==> src/rtl/car_cmd_arbiter_if.sv <==
// car_cmd_arbiter_if
//   Command bus between the receiver/keypad front-ends and the arbiter, and
//   between the arbiter and the motor PWM controller.
//   master : front-end side. Drives rmt_cmd/rmt_vld/loc_cmd and observes the arbiter outputs.
//   slave  : arbiter side.
//   rmt_cmd[6:0] rmt_vld : remote word plus its one-cycle strobe
//   loc_cmd[6:0]         : keypad word, level-held
//   cmd_out[6:0] cmd_upd : registered motor command plus its load pulse
//   owner[1:0] failsafe  : current owner and failsafe flag
//   err_cnt[7:0]         : count of rejected words
interface car_cmd_arbiter_if;
  logic [6:0] rmt_cmd;
  logic       rmt_vld;
  logic [6:0] loc_cmd;
  logic [6:0] cmd_out;
  logic       cmd_upd;
  logic [1:0] owner;
  logic       failsafe;
  logic [7:0] err_cnt;

  modport master (
    output rmt_cmd, rmt_vld, loc_cmd,
    input  cmd_out, cmd_upd, owner, failsafe, err_cnt
  );

  modport slave (
    input  rmt_cmd, rmt_vld, loc_cmd,
    output cmd_out, cmd_upd, owner, failsafe, err_cnt
  );
endinterface

==> src/rtl/car_cmd_arbiter.sv <==
// car_cmd_arbiter
//   Arbitrates remote (radio) and local (keypad) motion commands onto one
//   7-bit motor command bus. Remote has priority over local. When remote
//   preempts local, a STOP dead-time of DEAD_CYC cycles is inserted first.
//   If no remote command is accepted for HOLD_CYC cycles, the arbiter enters FAILSAFE (STOP).
//   Ports:
//     clk, rst_n : clock; asynchronous active-low reset
//     bus        : car_cmd_arbiter_if.slave (see the interface file)
//   Parameters: HOLD_CYC (>=2), DEAD_CYC (>=1)
//   Build option: CAR_CMD_ARBITER_ERRCNT_EN enables the saturating rejected-word counter.
//     When it is not defined, err_cnt reads 0.
module car_cmd_arbiter #(
  parameter int HOLD_CYC = 50_000_000,
  parameter int DEAD_CYC = 1000
) (
  input  logic              clk,
  input  logic              rst_n,
  car_cmd_arbiter_if.slave  bus
);

  localparam int TMAX = (HOLD_CYC > DEAD_CYC) ? HOLD_CYC : DEAD_CYC;
  localparam int TW   = $clog2(TMAX) + 1;
  localparam logic [TW-1:0] HOLD_LAST = TW'(HOLD_CYC - 1);
  localparam logic [TW-1:0] DEAD_LAST = TW'(DEAD_CYC - 1);
  localparam logic [TW-1:0] TMR_ONE   = TW'(1);
  localparam logic [6:0]    STOP      = 7'b100_0000;

  typedef enum logic [2:0] {
    S_IDLE, S_REMOTE, S_LOCAL, S_GAP, S_FAILSAFE
  } state_t;

  state_t        r_state, w_state_nxt;
  logic [6:0]    r_cmd, w_cmd_nxt;
  logic [6:0]    r_pend, w_pend_nxt;
  logic [6:0]    r_loc_q;
  logic          r_upd, w_load;
  logic [TW-1:0] r_tmr, w_tmr_nxt;

  logic w_rmt_ok, w_rmt_bad, w_loc_req, w_loc_ok, w_loc_bad;

  function automatic logic f_valid(input logic [6:0] c);
    return c[6] && (c[5:4] == 2'b00) && (c[3:0] <= 4'd8);
  endfunction

  assign w_rmt_ok  = bus.rmt_vld &&  f_valid(bus.rmt_cmd);
  assign w_rmt_bad = bus.rmt_vld && !f_valid(bus.rmt_cmd);
  assign w_loc_req = (bus.loc_cmd != r_loc_q);
  assign w_loc_ok  = w_loc_req &&  f_valid(bus.loc_cmd);
  assign w_loc_bad = w_loc_req && !f_valid(bus.loc_cmd);

  always_ff @(posedge clk or negedge rst_n) begin
    if (!rst_n) begin
      r_state <= S_IDLE;
      r_cmd   <= STOP;
      r_upd   <= 1'b0;
      r_pend  <= STOP;
      r_tmr   <= '0;
      r_loc_q <= STOP;
    end else begin
      r_state <= w_state_nxt;
      r_cmd   <= w_cmd_nxt;
      r_upd   <= w_load;
      r_pend  <= w_pend_nxt;
      r_tmr   <= w_tmr_nxt;
      r_loc_q <= bus.loc_cmd;   // tracks the keypad every cycle, accepted or not
    end
  end

  // In every branch, the remote strobe is tested first, so it wins against
  // a simultaneous local request and against timer expiry.
  always_comb begin
    w_state_nxt = r_state;
    w_cmd_nxt   = r_cmd;
    w_load      = 1'b0;
    w_pend_nxt  = r_pend;
    w_tmr_nxt   = r_tmr;
    case (r_state)
      S_IDLE, S_FAILSAFE: begin
        if (w_rmt_ok) begin
          w_state_nxt = S_REMOTE;
          w_cmd_nxt   = bus.rmt_cmd;
          w_load      = 1'b1;
          w_tmr_nxt   = '0;
        end else if (w_loc_ok) begin
          w_state_nxt = S_LOCAL;
          w_cmd_nxt   = bus.loc_cmd;
          w_load      = 1'b1;
          w_tmr_nxt   = '0;
        end
      end
      S_REMOTE: begin
        if (w_rmt_ok) begin
          w_cmd_nxt = bus.rmt_cmd;
          w_load    = 1'b1;
          w_tmr_nxt = '0;
        end else if (r_tmr == HOLD_LAST) begin
          w_state_nxt = S_FAILSAFE;
          w_cmd_nxt   = STOP;
          w_load      = 1'b1;
          w_tmr_nxt   = '0;
        end else begin
          w_tmr_nxt = r_tmr + TMR_ONE;
        end
      end
      S_LOCAL: begin
        if (w_rmt_ok) begin
          w_state_nxt = S_GAP;
          w_pend_nxt  = bus.rmt_cmd;
          w_cmd_nxt   = STOP;
          w_load      = 1'b1;
          w_tmr_nxt   = '0;
        end else if (w_loc_ok) begin
          w_cmd_nxt = bus.loc_cmd;
          w_load    = 1'b1;
        end
      end
      S_GAP: begin
        if (w_rmt_ok) w_pend_nxt = bus.rmt_cmd;
        if (r_tmr == DEAD_LAST) begin
          // A strobe on the last dead-time cycle is the one that gets loaded.
          w_state_nxt = S_REMOTE;
          w_cmd_nxt   = w_pend_nxt;
          w_load      = 1'b1;
          w_tmr_nxt   = '0;
        end else begin
          w_tmr_nxt = r_tmr + TMR_ONE;
        end
      end
      default: begin
        w_state_nxt = S_IDLE;
        w_cmd_nxt   = STOP;
        w_load      = 1'b1;
        w_tmr_nxt   = '0;
      end
    endcase
  end

  assign bus.cmd_out  = r_cmd;
  assign bus.cmd_upd  = r_upd;
  assign bus.owner    = (r_state == S_REMOTE) ? 2'b01 :
                        (r_state == S_LOCAL)  ? 2'b10 : 2'b00;
  assign bus.failsafe = (r_state == S_FAILSAFE);

`ifdef CAR_CMD_ARBITER_ERRCNT_EN
  // A remote word and a keypad word that are both rejected in the same cycle count as two errors.
  logic [7:0] r_err;
  logic [8:0] w_err_sum;
  assign w_err_sum = {1'b0, r_err} + {8'd0, w_rmt_bad} + {8'd0, w_loc_bad};

  always_ff @(posedge clk or negedge rst_n) begin
    if (!rst_n) r_err <= 8'd0;
    else        r_err <= w_err_sum[8] ? 8'hFF : w_err_sum[7:0];
  end

  assign bus.err_cnt = r_err;
`else
  logic w_unused_err;
  assign w_unused_err = w_rmt_bad ^ w_loc_bad;
  assign bus.err_cnt  = 8'd0;
`endif

endmodule
==> src/flat_wrapper.sv <==
// flat-port wrapper written by rule: the top's interface ports become plain ports
module car_cmd_arbiter_flat 
#(
  parameter int HOLD_CYC = 50_000_000,
  parameter int DEAD_CYC = 1000
)
  (clk, rst_n, bus_rmt_cmd, bus_rmt_vld, bus_loc_cmd, bus_cmd_out, bus_cmd_upd, bus_owner, bus_failsafe, bus_err_cnt);
  car_cmd_arbiter_if bus_i ();
  input  logic clk;
  input  logic rst_n;
  input wire logic [$bits(bus_i.rmt_cmd)-1:0] bus_rmt_cmd;
  input wire logic [$bits(bus_i.rmt_vld)-1:0] bus_rmt_vld;
  input wire logic [$bits(bus_i.loc_cmd)-1:0] bus_loc_cmd;
  output wire logic [$bits(bus_i.cmd_out)-1:0] bus_cmd_out;
  output wire logic [$bits(bus_i.cmd_upd)-1:0] bus_cmd_upd;
  output wire logic [$bits(bus_i.owner)-1:0] bus_owner;
  output wire logic [$bits(bus_i.failsafe)-1:0] bus_failsafe;
  output wire logic [$bits(bus_i.err_cnt)-1:0] bus_err_cnt;
  assign bus_i.rmt_cmd = bus_rmt_cmd;
  assign bus_i.rmt_vld = bus_rmt_vld;
  assign bus_i.loc_cmd = bus_loc_cmd;
  assign bus_cmd_out = bus_i.cmd_out;
  assign bus_cmd_upd = bus_i.cmd_upd;
  assign bus_owner = bus_i.owner;
  assign bus_failsafe = bus_i.failsafe;
  assign bus_err_cnt = bus_i.err_cnt;
  car_cmd_arbiter #(.HOLD_CYC(HOLD_CYC), .DEAD_CYC(DEAD_CYC)) u_core (.clk(clk), .rst_n(rst_n), .bus(bus_i));
endmodule
==> config.mk <==
export PLATFORM = sky130hd
export DESIGN_NAME = car_cmd_arbiter_flat
export DESIGN_NICKNAME = d
export VERILOG_FILES = /design/src/rtl/car_cmd_arbiter_if.sv /design/src/rtl/car_cmd_arbiter.sv /design/src/flat_wrapper.sv
export SDC_FILE = /design/constraint.sdc
export NUM_CORES = 1
export LEC_CHECK = 0
export ABC_AREA = 1
export CORE_ASPECT_RATIO = 1.4
export CORE_MARGIN = 2
export CORE_UTILIZATION = 40
export DETAILED_ROUTE_END_ITERATION = 6
export HOLD_SLACK_MARGIN = 0.06
export RECOVER_POWER = 100
export SLEW_MARGIN = 20
export SYNTH_ARGS = -nofsm -noshare
export SYNTH_HDL_FRONTEND = slang
export SYNTH_SLANG_ARGS = --single-unit
==> constraint.sdc <==
create_clock -name clk -period 1.7 [get_ports clk]
set_clock_uncertainty 0.1 [all_clocks]
set_input_delay 0.51 -clock clk [delete_from_list [all_inputs] [get_ports clk]]
set_output_delay 0.51 -clock clk [all_outputs]
set_load 0.02 [all_outputs]
==> key figures, run 1 <==
Die
  • Die area: 9740 um2
  • Die Ht: 116 um
  • Io pins: 36
  • Core Footprint: 8660 um2
  • FP Rows: 40
  • Die Width: 84.0 um
  • Starting density of the core: 0.414

Synthesis
  • Synth warn: 0
  • Syn_area_per_cell: 6.75 um2
  • Yosys reg bits: 52
  • Ys async rst share: 1.00
  • Synth Cell Area: 3580 um2
  • Sequential area share after synthesis: 0.364
  • Post-synth top flop: dfrtp_1
  • EDFF count, synth: 0
  • Cell variety after synth: 41
  • Post-Synthesis Cells: 531

Routing
  • Routed vias/inst: 5.13
  • DRC Markers: 0
  • WL/cell: 14.8 um
  • DR pass1 iterations: 4
  • Routed Wire Length: 11800 um
  • DRT antenna net count: 0
  • DR vias: 4091
  • Starting DRT DRC Count: 208

Timing
  • Final period util: 1.10
  • Final setup viols: 34
  • FMAX: 536 MHz
  • Post-layout min period: 1870 ps
  • Final worst setup slack: -166 ps
  • RSZ-0062 raised after global routing: true
  • Final Max Slew Viols: 0
  • Hold Vio Cnt, Final: 0
  • Final hold slack: 280 ps

Worst setup path
  • CP startpoint: u_core.r_tmr[1]$_DFFE_PN0P_
  • CP required: 1840 ps
  • WP data arrival: 2000 ps
  • Worst R2R Start: u_core.r_tmr[1]$_DFFE_PN0P_
  • Setup CP Type: flip-flop to flip-flop
  • Startpoint types: flip-flop
  • Register-to-Register Path Depth: 11
  • CP Max Fanout: 5
  • Critical Path Sink Type: flip-flop

Worst hold path
  • Hold Path Depth: 1
  • Hold_sp: bus_loc_cmd[2]
  • Hold WC Path Type: input port to flip-flop

CTS
  • CTS tree: yes
  • Clock Path Buffers: 2
  • Clock latency on the worst-skew pair: 300 ps
  • Clk Tree Root Cell: clkbuf_16
  • Clock sink count: 52
  • CTS Buf Count: 5
  • Worst-path clk slew: 70 ps
  • H-tree depth: 2

Final layout
  • Fill cells: 781
  • # diodes: 0
  • Synthesis-to-finish area growth: 54.7%
  • Commonest non-fill, non-tap cell in the layout: nand2_1
  • Fraction of layout cells with a size suffix above 1: 0.375
  • Nets: 710
  • Final core occ: 0.640
  • Commonest non-fill, non-tap cells in the layout: nand2_1, buf_4, inv_1, nand3_1, nor2_1

Global route
  • First-pass GRT wire length: 18800 um
  • GRT Total Usage: 0.246
  • Number of global-route vias before repair: 4035
  • Pin count of the biggest net entering global routing: 26
  • Grt ovf: 0
  • Initial antenna violation count: 0

Power and ir drop
  • Leak: 2.80 nW
  • Worst vdd ir: 0.00102 V
  • PwrDens: 1100 nW/um2

Place
  • Post-detail-place hpwl: 8400 um
  • IO Port Bufs: 27
  • Gpl congestion: 0.883

Run status
  • Failing checks: negative setup slack
  • Outcome: finished with violations

Flow run
  • Maxcap violations: 0
-- flip-flops by register name (all words and copies together), names as in the netlist --
register / count
u_core.bus.cmd_out: 7
u_core.bus.cmd_upd: 1
u_core.r_loc_q: 7
u_core.r_pend: 7
u_core.r_state: 3
u_core.r_tmr: 27
-- kinds of logic (layout without fill, tap and decap cells) --
group                      count (synthesis)  count (layout)  share of synthesized area
and+or+nand+nor                          324             324                      0.405
DFF                                       52              52                      0.364
xor gates and xnor gates                  16              16                     0.0391
other                                      1               8                    0.00105
AOI/OAI and AO/OA                         36              36                     0.0667
adders and majority gates                  1               1                    0.00349
buffers and inverters                    101             256                      0.121
-- critical path, stage by stage, from the launching register on --
cell and delay [ps]:
dfrtp_1 430, ha_4 180, buf_6 100, nand4_1 80, nor2_1 130, nand3_1 110
nand2_2 140, o21ai_4 90, buf_6 130, nor2_4 160, nand2_1 80, nand2_1 70
-- report_power, final --
group,switching [mW],total (mW),internal (mW)
clock,0.476,1.25,0.777
sequential,0.147,1.57,1.42
combinational,1.82,3.25,1.43
-- timing repair --
action	CTS	global route
pin swaps	45	40
setup endpoints to repair	52	42
resized for setup	121	69
setup buffers	19	11
gates cloned	2	2
hold buffers	1	0
hold endpoints to repair	12	0
-- stage by stage --
stage	total power [mW]	cells	area (um2)	setup TNS [ps]	setup slack (ps)
final	6.07	798	5540	-3590	-166
after global routing	6.37	798	5540	-7130	-260
after CTS	5.72	786	5280	-2340	-177
after detailed placement	3.92	756	4710	-23420	-632
after global placement	3.89	756	4710	-22380	-592
after floorplan	2.91	538	3640	0	5.25
-- cell type report --
class,count,area [um2],share of cell area
timing repair buffer,166,1370,0.247
multi-input combinational,385,2210,0.400
tap,105,131,0.0237
inverter,81,327,0.0589
sequential,52,1310,0.236
timing repair inverter,1,7.51,0.00136
clock inverter,1,30.0,0.00542
clock buffer,7,153,0.0276
-- final timing paths --
path / endpoint / slack, ps
worst min register to register: u_core.r_pend[5]$_DFFE_PN0N_ / 370
worst min-delay path: u_core.r_loc_q[2]$_DFF_PN0_ / 280
worst max-delay path: u_core.bus.cmd_out[5]$_DFFE_PN0P_ / -170
worst max register to register: u_core.bus.cmd_out[5]$_DFFE_PN0P_ / -170
min in group asynchronous: u_core.r_pend[5]$_DFFE_PN0N_ / 590
max in group asynchronous: u_core.bus.cmd_out[6]$_DFFE_PN1P_ / 160
-- cells in the mapped netlist (5+ instances only) --
master     instances  area, um2
dfrtp_1           49       1230
buf_4             10       75.1
inv_1             75        282
nor2_1            59        221
o21ai_0           11       55.1
nand4_1           22        138
nand3_1           59        295
o2111ai_1          5       43.8
xor2_1            14        123
inv_2              5       18.8
o21ai_1            5       25.0
nor3_1            12       60.1
nand2_1          153        574
-- layer usage --
metal / track usage / wire, um / vias up / part of all wire
li1: - / - / 2008 / -
met1: 0.262 / 4620 / 1930 / 0.39
met2: 0.466 / 6260 / 112 / 0.53
met3: 0.0292 / 368 / 41 / 0.031
met4: 0.144 / 576 / 0 / 0.049
met5: 0 / 0 / - / 0
Note: power is estimated with default switching activity, not from simulation.
==> inputs of run 2 (changes only) <==
--- a/config.mk
+++ b/config.mk
@@ -7,10 +7,11 @@
 export LEC_CHECK = 0
 export ABC_AREA = 1
 export CORE_ASPECT_RATIO = 1.4
-export CORE_MARGIN = 2
+export CORE_MARGIN = 1.5
 export CORE_UTILIZATION = 40
 export DETAILED_ROUTE_END_ITERATION = 6
 export HOLD_SLACK_MARGIN = 0.06
+export MAX_ROUTING_LAYER = met4
 export RECOVER_POWER = 100
 export SLEW_MARGIN = 20
 export SYNTH_ARGS = -nofsm -noshare
==> key figures, run 2 (synthesized netlist as in run 1, its figures left out) <==
Power and ir drop
  • Sequential Power Share: 0.237
  • P_sw: 2.72 mW
  • Comb pwr share: 0.576
  • Internal power: 3.94 mW
  • Worst vdd ir: 0.000910 V
  • Clock network fraction of total power: 0.187
  • Overall power: 6.66 mW
  • PwrDens: 1150 nW/um2
  • Switch share: 0.408
  • Leak: 2.93 nW

Place
  • IO Port Bufs: 27
  • Placed cell count: 755
  • Setup WS pre-CTS: -581 ps
  • Gpl congestion: 0.916
  • Post-detail-place hpwl: 8320 um
  • Area after DPL: 4730 um2

CTS
  • Clk Tree Root Cell: clkbuf_16
  • Clock latency on the worst-skew pair: 300 ps
  • CTS tree: yes
  • H-tree depth: 2
  • Clock Path Buffers: 2
  • Worst-path clk slew: 80 ps
  • CTS Buf Count: 5
  • Clock sink count: 52
  • Hold_buf cts: 0

Worst setup path
  • Register-to-Register Path Depth: 11
  • CP Max Fanout: 3
  • Crit path cell chain: ha_4, nand2_4, nor2_4, buf_6, nand2_4, nor2_4, inv_2, nor2_4, xor2_2, nand4_1, nand3_1
  • Setup CP Type: flip-flop to flip-flop
  • R2r endpoint: u_core.r_tmr[14]$_DFFE_PN0P_
  • Critical Path Sink Type: flip-flop
  • Worst R2R Start: u_core.r_tmr[1]$_DFFE_PN0P_
  • Top cell by count, worst path: nor2_4
  • R2r setup slk: -150 ps
  • Buf/Inv on CP: 2
  • CP required: 1830 ps
  • CP max stage cell: dfrtp_1
  • Startpoint types: flip-flop
  • CP peak stage delay: 400 ps
  • Top cell family by delay on the critical path: simple AND/OR/NAND/NOR gates
  • WP data arrival: 1980 ps

Worst hold path
  • Hold Path Depth: 1
  • Hold_sp: bus_loc_cmd[6]
  • Hold EP: u_core.r_loc_q[6]$_DFF_PN1_
  • Hold WC Path Type: input port to flip-flop

Die
  • Io pins: 36
  • FP Rows: 40
  • Die Ht: 115 um
  • Die Width: 83.0 um
  • Die area: 9540 um2
  • Core Footprint: 8660 um2
  • Starting density of the core: 0.414

Final layout
  • Synthesis-to-finish area growth: 62.0%
  • Fraction of layout cells with a size suffix above 1: 0.427
  • Commonest non-fill, non-tap cells in the layout: buf_4, nand2_1, inv_1, nand3_1, nor2_1
  • Commonest non-fill, non-tap cell in the layout: buf_4
  • Nets: 726
  • # diodes: 0
  • Layout Cells excl Fill: 814
  • Layout Cell Area excl Fill: 5800 um2
  • Max FFs per register: 27
  • Biggest register: u_core.r_tmr

Run status
  • Outcome: finished with violations
  • Failing checks: negative setup slack

Global route
  • Initial antenna violation count: 0
  • First-pass GRT wire length: 20400 um
  • GRT Total Usage: 0.278
  • Pin count of the biggest net entering global routing: 53
  • Number of global-route vias before repair: 4340
  • Grt ovf: 0

Routing
  • Routed vias/inst: 5.23
  • DRT antenna net count: 0
  • DR vias: 4257
  • DRC Markers: 0
  • Routed Wire Length: 13000 um
  • Starting DRT DRC Count: 208
  • WL/cell: 15.9 um
  • DR pass1 iterations: 5

Timing
  • Worst Max-Slew Pin Slew: 1270 ps
  • Final period util: 1.09
  • Final worst setup slack: -146 ps
  • Final hold slack: 255 ps
  • RSZ-0062 raised after global routing: true
  • FMAX: 542 MHz
  • Final setup viols: 38
  • Post-layout min period: 1850 ps
  • Slew margin rel.: 0.154
  • Hold Vio Cnt, Final: 0
  • Final Max Slew Viols: 0

Flow run
  • Maxcap violations: 0
## run 2: power by group through the flow
stage               Sequential, mW  Clock (mW)  Combinational (mW)
floorplan                     1.61           0                1.30
global placement              1.56           0                2.43
detailed placement            1.57           0                2.45
CTS                           1.55        1.26                3.60
global route                  1.59        1.31                4.04
finish                        1.58        1.25                3.83
## run 2: worst max path at each step
| stage | from | to | depth (start not counted) |
|---|---|---|---|
| after floorplan | u_core.r_state[0]$_DFFE_PN0P_ | bus_owner[0] | 6 |
| after global placement | bus_rmt_cmd[6] | u_core.r_tmr[11]$_DFFE_PN0P_ | 10 |
| after detailed placement | bus_loc_cmd[6] | u_core.r_tmr[13]$_DFFE_PN0P_ | 9 |
| after CTS | u_core.r_state[1]$_DFFE_PN0P_ | bus_failsafe | 4 |
| after global routing | u_core.r_tmr[1]$_DFFE_PN0P_ | u_core.r_tmr[14]$_DFFE_PN0P_ | 11 |
| final | u_core.r_tmr[1]$_DFFE_PN0P_ | u_core.r_tmr[14]$_DFFE_PN0P_ | 11 |
## run 2: timing repair
item / CTS / global route
pin swaps: 42 / 40
setup endpoints to repair: 52 / 45
buffers inserted: 37 / 14
cloned: 4 / 0
resized for setup: 146 / 88
## run 2: routing by layer
layer  up-vias  GRT usage  wire length (um)  share of wire
met5         -          -                 0              0
met4         0      0.177               924          0.071
met3        62     0.0294               503          0.039
met2       141      0.520              6830           0.53
met1      2011      0.274              4710           0.36
li1       2043          -                 -              -
## run 2: metrics by stage
stage	TNS (ps)	util
after floorplan	0	-
after global placement	-22330	0.546
after detailed placement	-23310	0.546
after CTS	-1900	0.641
after global routing	-7140	0.670
final	-2590	0.670
## run 2: cell type report
class	count	area, um2
Multi-Input combinational cell	385	2300
Timing Repair Buffer	182	1540
Timing Repair inverter	1	7.51
Tap cell	105	131
Inverter	81	327
Clock buffer	6	139
Clock inverter	2	38.8
Sequential cell	52	1320
Fill cell	723	2860
## run 2: worst register-to-register path, delay by kind of cell, from the launching register on
family                     cells  cell delay (ps)
adders and majority gates      1              180
and+or+nand+nor                7              750
xor gates and xnor gates       1              170
DFF                            1              400
buffers and inverters          2              190
==> inputs of run 3 (changes only) <==
--- a/config.mk
+++ b/config.mk
@@ -17,3 +17,4 @@
 export SYNTH_ARGS = -nofsm -noshare
 export SYNTH_HDL_FRONTEND = slang
 export SYNTH_SLANG_ARGS = --single-unit
+export TNS_END_PERCENT = 1
==> key figures, run 3 (synthesized netlist as in run 1, its figures left out) <==
Run status
  • Outcome: finished with violations
  • Failing checks: negative setup slack

Worst setup path
  • Top cell by count, worst path: nand2_2
  • R2r setup slk: -150 ps
  • CP max stage cell: dfrtp_1
  • Crit path cell chain: ha_4, nand2_4, nor2_4, nand2_2, nor2_1, nand3_1, nand2_2, o21ai_4, buf_12, clkinv_8, nand2_8, nand2_2, nand2_1
  • CP required: 1780 ps
  • Register-to-Register Path Depth: 13
  • Setup CP Type: flip-flop to flip-flop
  • Critical Path Sink Type: flip-flop
  • Startpoint types: flip-flop
  • Top cell family by delay on the critical path: simple AND/OR/NAND/NOR gates
  • CP peak stage delay: 400 ps
  • Stages on worst setup path: 13
  • WP data arrival: 1930 ps
  • Buf/Inv on CP: 2
  • CP Max Fanout: 6

Worst hold path
  • Hold Path Depth: 1
  • Hold WC Path Type: input port to flip-flop

Final layout
  • Fill cells: 773
  • Commonest non-fill, non-tap cells in the layout: nand2_1, buf_4, inv_1, nand3_1, nor2_1
  • # diodes: 0
  • Nets: 709
  • Max FFs per register: 27
  • Final core occ: 0.638
  • Storage cell area: 1320 um2
  • Synthesis-to-finish area growth: 54.1%
  • Area of the multi-input gates: 2190 um2
  • Layout Cell Area excl Fill: 5520 um2
  • Biggest register: u_core.r_tmr
  • Fraction of layout cells with a size suffix above 1: 0.358
  • Commonest non-fill, non-tap cell in the layout: nand2_1

Routing
  • Starting DRT DRC Count: 216
  • Routed vias/inst: 5.10
  • WL/cell: 15.2 um
  • DRT antenna net count: 0
  • Routed Wire Length: 12100 um
  • DR vias: 4066
  • DR pass1 iterations: 5
  • DRC Markers: 0

Timing
  • Post-layout min period: 1850 ps
  • FMAX: 542 MHz
  • Hold Vio Cnt, Final: 0
  • Slew margin rel.: 0.529
  • Final setup viols: 33
  • RSZ-0062 raised after global routing: true
  • Final worst setup slack: -146 ps
  • Final period util: 1.09
  • Worst Max-Slew Pin Slew: 706 ps
  • Final Max Slew Viols: 0

Power and ir drop
  • Worst vdd ir: 0.00108 V
  • PwrDens: 1080 nW/um2
  • Leak: 2.79 nW

Global route
  • First-pass GRT wire length: 19700 um
  • Grt ovf: 0
  • GRT Total Usage: 0.268
  • Pin count of the biggest net entering global routing: 31
  • Initial antenna violation count: 0
  • Number of global-route vias before repair: 4268

CTS
  • CTS Buf Count: 5
  • CTS tree: yes
  • Clk Tree Root Cell: clkbuf_16
  • Clock latency on the worst-skew pair: 300 ps
  • Worst-path clk slew: 70 ps
  • Clock sink count: 52
  • H-tree depth: 2
  • Clock Path Buffers: 2

Die
  • Io pins: 36
  • Starting density of the core: 0.414
  • Die Width: 83.0 um
  • Die Ht: 115 um
  • Core Footprint: 8660 um2
  • FP Rows: 40
  • Die area: 9540 um2

Place
  • Post-detail-place hpwl: 8780 um
  • IO Port Bufs: 27
  • Gpl congestion: 0.940
  • Area after DPL: 4810 um2

Flow run
  • Maxcap violations: 0
-- run 3: final cells by class --
type                       instances  area share
clock inverter                     2     0.00272
multi-input combinational        385       0.396
timing repair inverter             1     0.00136
inverter                          81      0.0583
tap                              105      0.0238
clock buffer                       6      0.0252
sequential                        52       0.239
timing repair buffer             165       0.254
-- run 3: per-stage QoR --
| stage | cells | setup slack, ps | total power, mW | hold slack [ps] | setup TNS [ps] |
|---|---|---|---|---|---|
| 3_5_place_dp | 767 | -626 | 4.03 | 319 | -25210 |
| 5_1_grt | 797 | -204 | 6.26 | 281 | -7430 |
| 4_1_cts | 795 | -144 | 5.79 | 372 | -2530 |
| 3_3_place_gp | 767 | -598 | 3.98 | 322 | -24090 |
| 2_1_floorplan | 538 | -21.9 | 2.89 | 114 | -106 |
| 6_report | 797 | -146 | 5.94 | 277 | -2410 |
-- run 3: timing repair --
item                                    CTS  global route
cloned                                    4             0
hold endpoints to repair                 10             0
resized for setup                       121            47
setup buffers                            17             2
hold buffers                              1             0
endpoints found under the setup margin   55            48
pin swaps                                30            16
-- run 3: report_power, final --
part           internal (mW)  switching [mW]
logic                   1.47            1.83
registers               1.42           0.149
clock network          0.587           0.487
total                   3.48            2.47
-- run 3: worst paths after layout --
kind	from	to
setup / recovery	u_core.r_tmr[1]$_DFFE_PN0P_	u_core.bus.cmd_out[1]$_DFFE_PN0P_
hold / removal	bus_loc_cmd[2]	u_core.r_loc_q[2]$_DFF_PN0_
setup reg to reg	u_core.r_tmr[1]$_DFFE_PN0P_	u_core.bus.cmd_out[1]$_DFFE_PN0P_
hold reg to reg	u_core.bus.cmd_out[6]$_DFFE_PN1P_	u_core.bus.cmd_out[6]$_DFFE_PN1P_
max in group asynchronous	rst_n	u_core.r_loc_q[6]$_DFF_PN1_
min in group asynchronous	rst_n	u_core.r_tmr[5]$_DFFE_PN0P_
-- run 3: per-layer routing --
metal | up-vias | wire length [um] | global-route usage | share of wire
met1 | 1938 | 4690 | 0.268 | 0.39
met4 | 0 | 582 | 0.146 | 0.048
met3 | 34 | 345 | 0.0330 | 0.029
met5 | - | 0 | - | 0
met2 | 96 | 6480 | 0.506 | 0.54
li1 | 1998 | - | - | -
